<file path="src/rtl/pos_cache_mu_wr_arbiter.sv">
// Gathers motion-update results from NUM_REQ sources into per-source FIFOs and
// serialises them round-robin onto the position cache's single MU write port.
module pos_cache_mu_wr_arbiter #(
  parameter int unsigned NUM_REQ           = 4,
  parameter int unsigned FIFO_DEPTH        = 8,
  parameter int unsigned POS_W             = 24,
  parameter int unsigned ELEM_W            = 16,
  parameter int unsigned MAX_WRITES        = 63,
  parameter int unsigned PARTICLE_ID_WIDTH = $clog2(MAX_WRITES + 1)
) (
  input  logic                         clk,
  input  logic                         rst,
  input  logic                         i_mu_start,
  input  logic [NUM_REQ-1:0]           i_req_valid,
  input  logic [NUM_REQ*POS_W-1:0]     i_req_pos,
  input  logic [NUM_REQ*ELEM_W-1:0]    i_req_element,
  input  logic [NUM_REQ-1:0]           i_req_done,
  output logic [NUM_REQ-1:0]           o_req_ready,
  output logic                         o_MU_wr_en,
  output logic [POS_W-1:0]             o_MU_wr_pos,
  output logic [ELEM_W-1:0]            o_MU_wr_element,
  output logic                         o_MU_working,
  output logic [PARTICLE_ID_WIDTH-1:0] o_wr_count,
  output logic                         o_overflow,
  output logic [1:0]                   o_state
);

  localparam int unsigned PTR_W = (FIFO_DEPTH > 1) ? $clog2(FIFO_DEPTH) : 1;
  localparam int unsigned OCC_W = PTR_W + 1;
  localparam int unsigned RR_W  = (NUM_REQ > 1) ? $clog2(NUM_REQ) : 1;
  localparam int unsigned DW    = POS_W + ELEM_W;
  localparam int unsigned CW    = PARTICLE_ID_WIDTH;

  typedef enum logic [1:0] {
    S_IDLE    = 2'd0,
    S_COLLECT = 2'd1,
    S_DRAIN   = 2'd2,
    S_FINISH  = 2'd3
  } state_t;

  state_t               r_state;
  logic [NUM_REQ-1:0]   r_done;
  logic [RR_W-1:0]      r_rr;
  logic                 r_working;
  logic                 r_wr_en;
  logic [POS_W-1:0]     r_wr_pos;
  logic [ELEM_W-1:0]    r_wr_elem;
  logic [CW-1:0]        r_wr_count;
  logic                 r_overflow;

  logic [DW-1:0]        r_mem  [NUM_REQ][FIFO_DEPTH];
  logic [PTR_W-1:0]     r_wptr [NUM_REQ];
  logic [PTR_W-1:0]     r_rptr [NUM_REQ];
  logic [OCC_W-1:0]     r_occ  [NUM_REQ];

  logic [NUM_REQ-1:0]   w_full;
  logic [NUM_REQ-1:0]   w_empty;
  logic [NUM_REQ-1:0]   w_push;
  logic [NUM_REQ-1:0]   w_pop;
  logic [NUM_REQ-1:0]   w_done_nxt;
  logic                 w_arb_en;
  logic                 w_gnt_vld;
  logic [RR_W-1:0]      w_gnt_idx;
  logic [RR_W-1:0]      w_scan;
  logic [RR_W-1:0]      w_rr_nxt;
  logic [DW-1:0]        w_rd_data;

  assign w_arb_en   = (r_state == S_COLLECT) || (r_state == S_DRAIN);
  assign w_done_nxt = r_done | i_req_done;

  // Per-source FIFO status and push qualification
  always_comb begin
    w_full  = '0;
    w_empty = '0;
    w_push  = '0;
    for (int k = 0; k < NUM_REQ; k++) begin
      w_full[k]  = (r_occ[k] == OCC_W'(FIFO_DEPTH));
      w_empty[k] = (r_occ[k] == '0);
      w_push[k]  = (r_state == S_COLLECT) && i_req_valid[k] && !w_full[k];
    end
  end

  // Round-robin: first non-empty source at or after the pointer
  always_comb begin
    w_gnt_vld = 1'b0;
    w_gnt_idx = '0;
    w_scan    = '0;
    for (int i = 0; i < NUM_REQ; i++) begin
      w_scan = RR_W'((int'(r_rr) + i) % int'(NUM_REQ));
      if (w_arb_en && !w_gnt_vld && !w_empty[w_scan]) begin
        w_gnt_vld = 1'b1;
        w_gnt_idx = w_scan;
      end
    end
  end

  always_comb begin
    w_pop = '0;
    for (int k = 0; k < NUM_REQ; k++) begin
      w_pop[k] = w_gnt_vld && (w_gnt_idx == RR_W'(k));
    end
  end

  assign w_rr_nxt  = (w_gnt_idx == RR_W'(NUM_REQ - 1)) ? '0 : w_gnt_idx + RR_W'(1);
  assign w_rd_data = r_mem[w_gnt_idx][r_rptr[w_gnt_idx]];

  always_ff @(posedge clk) begin
    for (int k = 0; k < NUM_REQ; k++) begin
      if (w_push[k]) begin
        r_mem[k][r_wptr[k]] <= {i_req_pos[k*POS_W +: POS_W], i_req_element[k*ELEM_W +: ELEM_W]};
      end
    end
  end

  // Pointer/occupancy bookkeeping; a simultaneous push and pop leaves occupancy unchanged
  always_ff @(posedge clk) begin
    if (rst) begin
      for (int k = 0; k < NUM_REQ; k++) begin
        r_wptr[k] <= '0;
        r_rptr[k] <= '0;
        r_occ[k]  <= '0;
      end
    end else begin
      for (int k = 0; k < NUM_REQ; k++) begin
        if (w_push[k]) r_wptr[k] <= r_wptr[k] + PTR_W'(1);
        if (w_pop[k])  r_rptr[k] <= r_rptr[k] + PTR_W'(1);
        case ({w_push[k], w_pop[k]})
          2'b10:   r_occ[k] <= r_occ[k] + OCC_W'(1);
          2'b01:   r_occ[k] <= r_occ[k] - OCC_W'(1);
          default: r_occ[k] <= r_occ[k];
        endcase
      end
    end
  end

  // Phase FSM, write strobe and capacity tracking
  always_ff @(posedge clk) begin
    if (rst) begin
      r_state    <= S_IDLE;
      r_done     <= '0;
      r_rr       <= '0;
      r_working  <= 1'b0;
      r_wr_en    <= 1'b0;
      r_wr_pos   <= '0;
      r_wr_elem  <= '0;
      r_wr_count <= '0;
      r_overflow <= 1'b0;
    end else begin
      r_wr_en <= 1'b0;
      if (w_gnt_vld) begin
        r_rr <= w_rr_nxt;
        if (r_wr_count == CW'(MAX_WRITES)) begin
          r_overflow <= 1'b1;
        end else begin
          r_wr_en    <= 1'b1;
          r_wr_pos   <= w_rd_data[DW-1 -: POS_W];
          r_wr_elem  <= w_rd_data[ELEM_W-1:0];
          r_wr_count <= r_wr_count + CW'(1);
        end
      end
      case (r_state)
        S_IDLE: begin
          if (i_mu_start) begin
            r_done     <= '0;
            r_wr_count <= '0;
            r_overflow <= 1'b0;
            r_working  <= 1'b1;
            r_state    <= S_COLLECT;
          end
        end
        S_COLLECT: begin
          r_done <= w_done_nxt;
          if (&w_done_nxt) r_state <= S_DRAIN;
        end
        S_DRAIN: begin
          if ((&w_empty) && !w_gnt_vld) begin
            r_working <= 1'b0;
            r_state   <= S_FINISH;
          end
        end
        S_FINISH: r_state <= S_IDLE;
        default:  r_state <= S_IDLE;
      endcase
    end
  end

  assign o_req_ready     = {NUM_REQ{r_state == S_COLLECT}} & ~w_full;
  assign o_MU_wr_en      = r_wr_en;
  assign o_MU_wr_pos     = r_wr_pos;
  assign o_MU_wr_element = r_wr_elem;
  assign o_MU_working    = r_working;
  assign o_wr_count      = r_wr_count;
  assign o_overflow      = r_overflow;
  assign o_state         = r_state;

endmodule

</file>
<file path="config.mk">
export PLATFORM = sky130hd
export DESIGN_NAME = pos_cache_mu_wr_arbiter
export DESIGN_NICKNAME = d
export VERILOG_FILES = /design/src/rtl/pos_cache_mu_wr_arbiter.sv
export SDC_FILE = /design/constraint.sdc
export NUM_CORES = 2
export LEC_CHECK = 0
export ABC_AREA = 1
export BUFFER_PORTS_ARGS = -buffer_cell sky130_fd_sc_hd__buf_2
export CORE_MARGIN = 4
export CORE_UTILIZATION = 29
export CTS_CLUSTER_DIAMETER = 100
export DETAILED_ROUTE_END_ITERATION = 7
export GPL_TIMING_DRIVEN = 0
export HOLD_SLACK_MARGIN = 0.12
export PLACE_DENSITY_LB_ADDON = 0.08
export REMOVE_ABC_BUFFERS = 1
export SLEW_MARGIN = 30
export SYNTH_ARGS = -nofsm -noshare
export SYNTH_HDL_FRONTEND = slang
export SYNTH_SLANG_ARGS = --single-unit
</file>
<file path="constraint.sdc">
create_clock -name clk -period 3.66 [get_ports clk]
set_input_delay 0.183 -clock clk [delete_from_list [all_inputs] [get_ports clk]]
set_output_delay 0.183 -clock clk [all_outputs]
set_load 0.005 [all_outputs]
</file>
==> flow_metrics.py <==
metrics = {
    "synth": {
        "synthCells": 5107,
        "ys_ff_latch": 1377,
        "synthTopCellsByArea": "edfxtp_1 68%, nand3_1 13%, nand2_1 9.3%",
        "ys.flop_type": "edfxtp_1",
        "synthArstFlopShare": 0,
        "synth.most_common_cell": "nand3_1",
        "synth_top_area_share": 0.685,
        "yosysTopAreaCell": "edfxtp_1",
        "ys_seq_area_frac": 0.704,
        "ys_types": 40,
        "ys_top_cells_by_count": "1548 x nand3_1, 1428 x nand2_1, 1320 x edfxtp_1",
        "synth_edf_count": 1320,
        "syn_area_mm2": 0.0579,
        "synth.avg_cell_area_um2": 11.3,
        "yosysWarnings": 0,
    },
    "routing": {
        "first_pass_iters": 6,
        "viasPerCell": 5.09,
        "ant_nets": 0,
        "drt_wl_total_um": 254000,
        "drt-initial-drc-count": 3947,
        "vias": 43400,
        "drc": 0,
        "post_drt_wl_per_cell_um": 29.8,
    },
    "timing": {
        "fin_crit_ps": 3630,
        "timing.hold.ws_ps": 213,
        "setup_viol": 0,
        "relSlewSlack": 0.517,
        "slew_viol_final": 0,
        "period_share": 0.993,
        "hold_viol_final": 0,
        "fin_worst_skew_ps": 24.7,
        "fmax_mhz": 275,
        "worst_pin_slew_ps": 723,
        "rsz0062_at_grt": "true",
    },
    "run_status": {
        "status": "finished clean",
    },
    "cts": {
        "cts_max_path_buffers": 3,
        "cts_root_buf": "clkbuf_16",
        "clkLatencyLatePin_ps": 820,
        "numCtsBuffers": 164,
        "clk_pin_slew_ps": 60,
        "clock-sinks": 1377,
        "cts.htree.levels": 4,
        "cts_tree": "built",
    },
    "worst_setup_path": {
        "critPathMaxFanout": 8,
        "slowest_delay_ps": 450,
        "cp_data_required_time_ps": 4220,
        "slowest_stage": "edfxtp_1",
        "crit_type": "register to register",
        "end_kind": "register",
        "crit_arrival_ps": 4190,
        "cp-start-kind": "register",
    },
    "global_routing": {
        "grt_pass1_vias": 41600,
        "grt_max_degree": 87,
        "antenna_found_initial": 35,
        "grt_pass1_wl_um": 346000,
        "grt-ovfl-total": 0,
        "track_usage": 0.239,
    },
    "placed_design": {
        "io_buffers": 225,
        "place.gp.congestion": 0.694,
        "dpl.hpwl_um": 141000,
    },
    "flow_run": {
        "max-cap-violations": 0,
    },
    "final_layout": {
        "drive_gt1_frac": 0.195,
        "fill_cells": 18900,
        "seq_area_mm2": 0.0408,
        "synthToLayoutAreaGrowth_pct": 34.3,
        "fin_nets": 5928,
        "multi_input_area_mm2": 0.0166,
    },
    "floorplanning": {
        "die_h_um": 455,
        "die_x_um": 455,
        "io_pins": 226,
        "rows": 163,
        "dieArea_mm2": 0.207,
        "start_util": 0.293,
        "coreArea_mm2": 0.198,
    },
    "min_path": {
        "hold_path.class": "input port to register",
    },
}
-- cell type report --
| type | count | area share |
|---|---|---|
| well taps | 2640 | 0.0425 |
| clock buffers | 215 | 0.0567 |
| repair buffers | 806 | 0.149 |
| multi-input cells | 3306 | 0.213 |
| clock inverters | 92 | 0.00917 |
| repair inverters | 1 | 0.000113 |
| flip-flops and latches | 1377 | 0.524 |
| diodes | 13 | 0.000418 |
| inverters | 75 | 0.00436 |
-- worst paths after layout --
kind / startpoint / end / slack [ps] / cells after the start
worst min-delay path: rst / r_occ[2][2]$_SDFFCE_PN0P_ / 210 / 5
worst max register to register: r_occ[2][1]$_SDFFCE_PN0P_ / r_occ[0][2]$_SDFFCE_PN0P_ / 30 / 28
worst min register to register: o_overflow$_SDFF_PP0_ / o_overflow$_SDFF_PP0_ / 480 / 2
worst max-delay path: r_occ[2][1]$_SDFFCE_PN0P_ / r_occ[0][2]$_SDFFCE_PN0P_ / 30 / 28
-- state kept, by name (all words and copies together), names as in the netlist --
| register | count |
|---|---|
| r_done | 4 |
| o_MU_wr_en | 1 |
| r_rptr | 12 |
| o_MU_wr_element | 16 |
| r_mem | 1280 |
| r_occ | 16 |
| o_overflow | 1 |
| r_rr | 2 |
| o_wr_count | 6 |
| o_state | 2 |
| r_wptr | 12 |
| o_MU_working | 1 |
| o_MU_wr_pos | 24 |
-- repair_timing --
item | 4_1_cts | 5_1_grt
pin swaps | 103 | 50
hold endpoints to repair | 1335 | 0
gates cloned | 80 | 9
resized for setup | 259 | 106
endpoints found under the setup margin | 98 | 70
buffers inserted | 117 | 27
hold buffers | 175 | 0
-- layer usage --
layer | GRT usage | part of all wire
met1 | 0.326 | 0.44
met2 | 0.404 | 0.49
met3 | 0.0295 | 0.048
met4 | 0.0606 | 0.024
met5 | 0 | 0.00033
-- critical path: cells and delay by family, from the launching register on --
kind	cells	cell delay, ps
XOR/XNOR	1	120
adder cells (fa/ha/maj)	2	340
buffers and inverters	10	1040
flip-flops	1	450
AND/OR/NAND/NOR	15	1390
-- metrics by stage --
stage	cells	cell area, µm²	setup slack, ps	utilization	TNS [ps]
2_1_floorplan	4745	56100	-13940	-	-1265620
3_3_place_gp	7610	60500	-37180	0.306	-9005310
3_5_place_dp	7809	66000	-3480	0.333	-263200
4_1_cts	8487	77100	-197	0.390	-5100
5_1_grt	8522	77800	-139	0.393	-1170
6_report	8525	77800	27.1	0.393	0
-- cells by family (layout without fill, tap and decap cells) --
logic type,Yosys count,in the layout,share of synthesized area
AND/OR/NAND/NOR,3119,3132,0.238
flip-flops,1377,1377,0.704
buffers and inverters,437,1189,0.0366
AO/OA/AOI/OAI,124,124,0.0114
adder cells (fa/ha/maj),26,26,0.00562
XOR/XNOR,24,24,0.00389
other,0,13,0
-- cells in the final DEF (no fill, tap or decap), drive strengths merged --
master | netlist | layout
xor2 | 10 | 10
clkinv | 1 | 77
dlygate4sd3 | 0 | 175
nand3b | 2 | 2
o211ai | 1 | 1
o21a | 1 | 1
buf | 297 | 591
a31o | 1 | 1
bufbuf | 0 | 33
dfxtp | 57 | 57
nand4 | 5 | 5
ha | 26 | 26
a21oi | 55 | 55
a21boi | 1 | 1
clkbuf | 65 | 222
nand2 | 1433 | 1445
a211oi | 4 | 4
o21ai | 53 | 53
clkinvlp | 0 | 2
diode | 0 | 13
edfxtp | 1320 | 1320
bufinv | 0 | 9
or2 | 8 | 8
nor3b | 2 | 2
inv | 74 | 80
nand3 | 1553 | 1554
o31ai | 6 | 6
nor2 | 111 | 111
xnor2 | 14 | 14
a31oi | 2 | 2
nor3 | 5 | 5
Power is not shown: default switching activity piles up to over one toggle a cycle in this logic, so the estimate is an artifact.
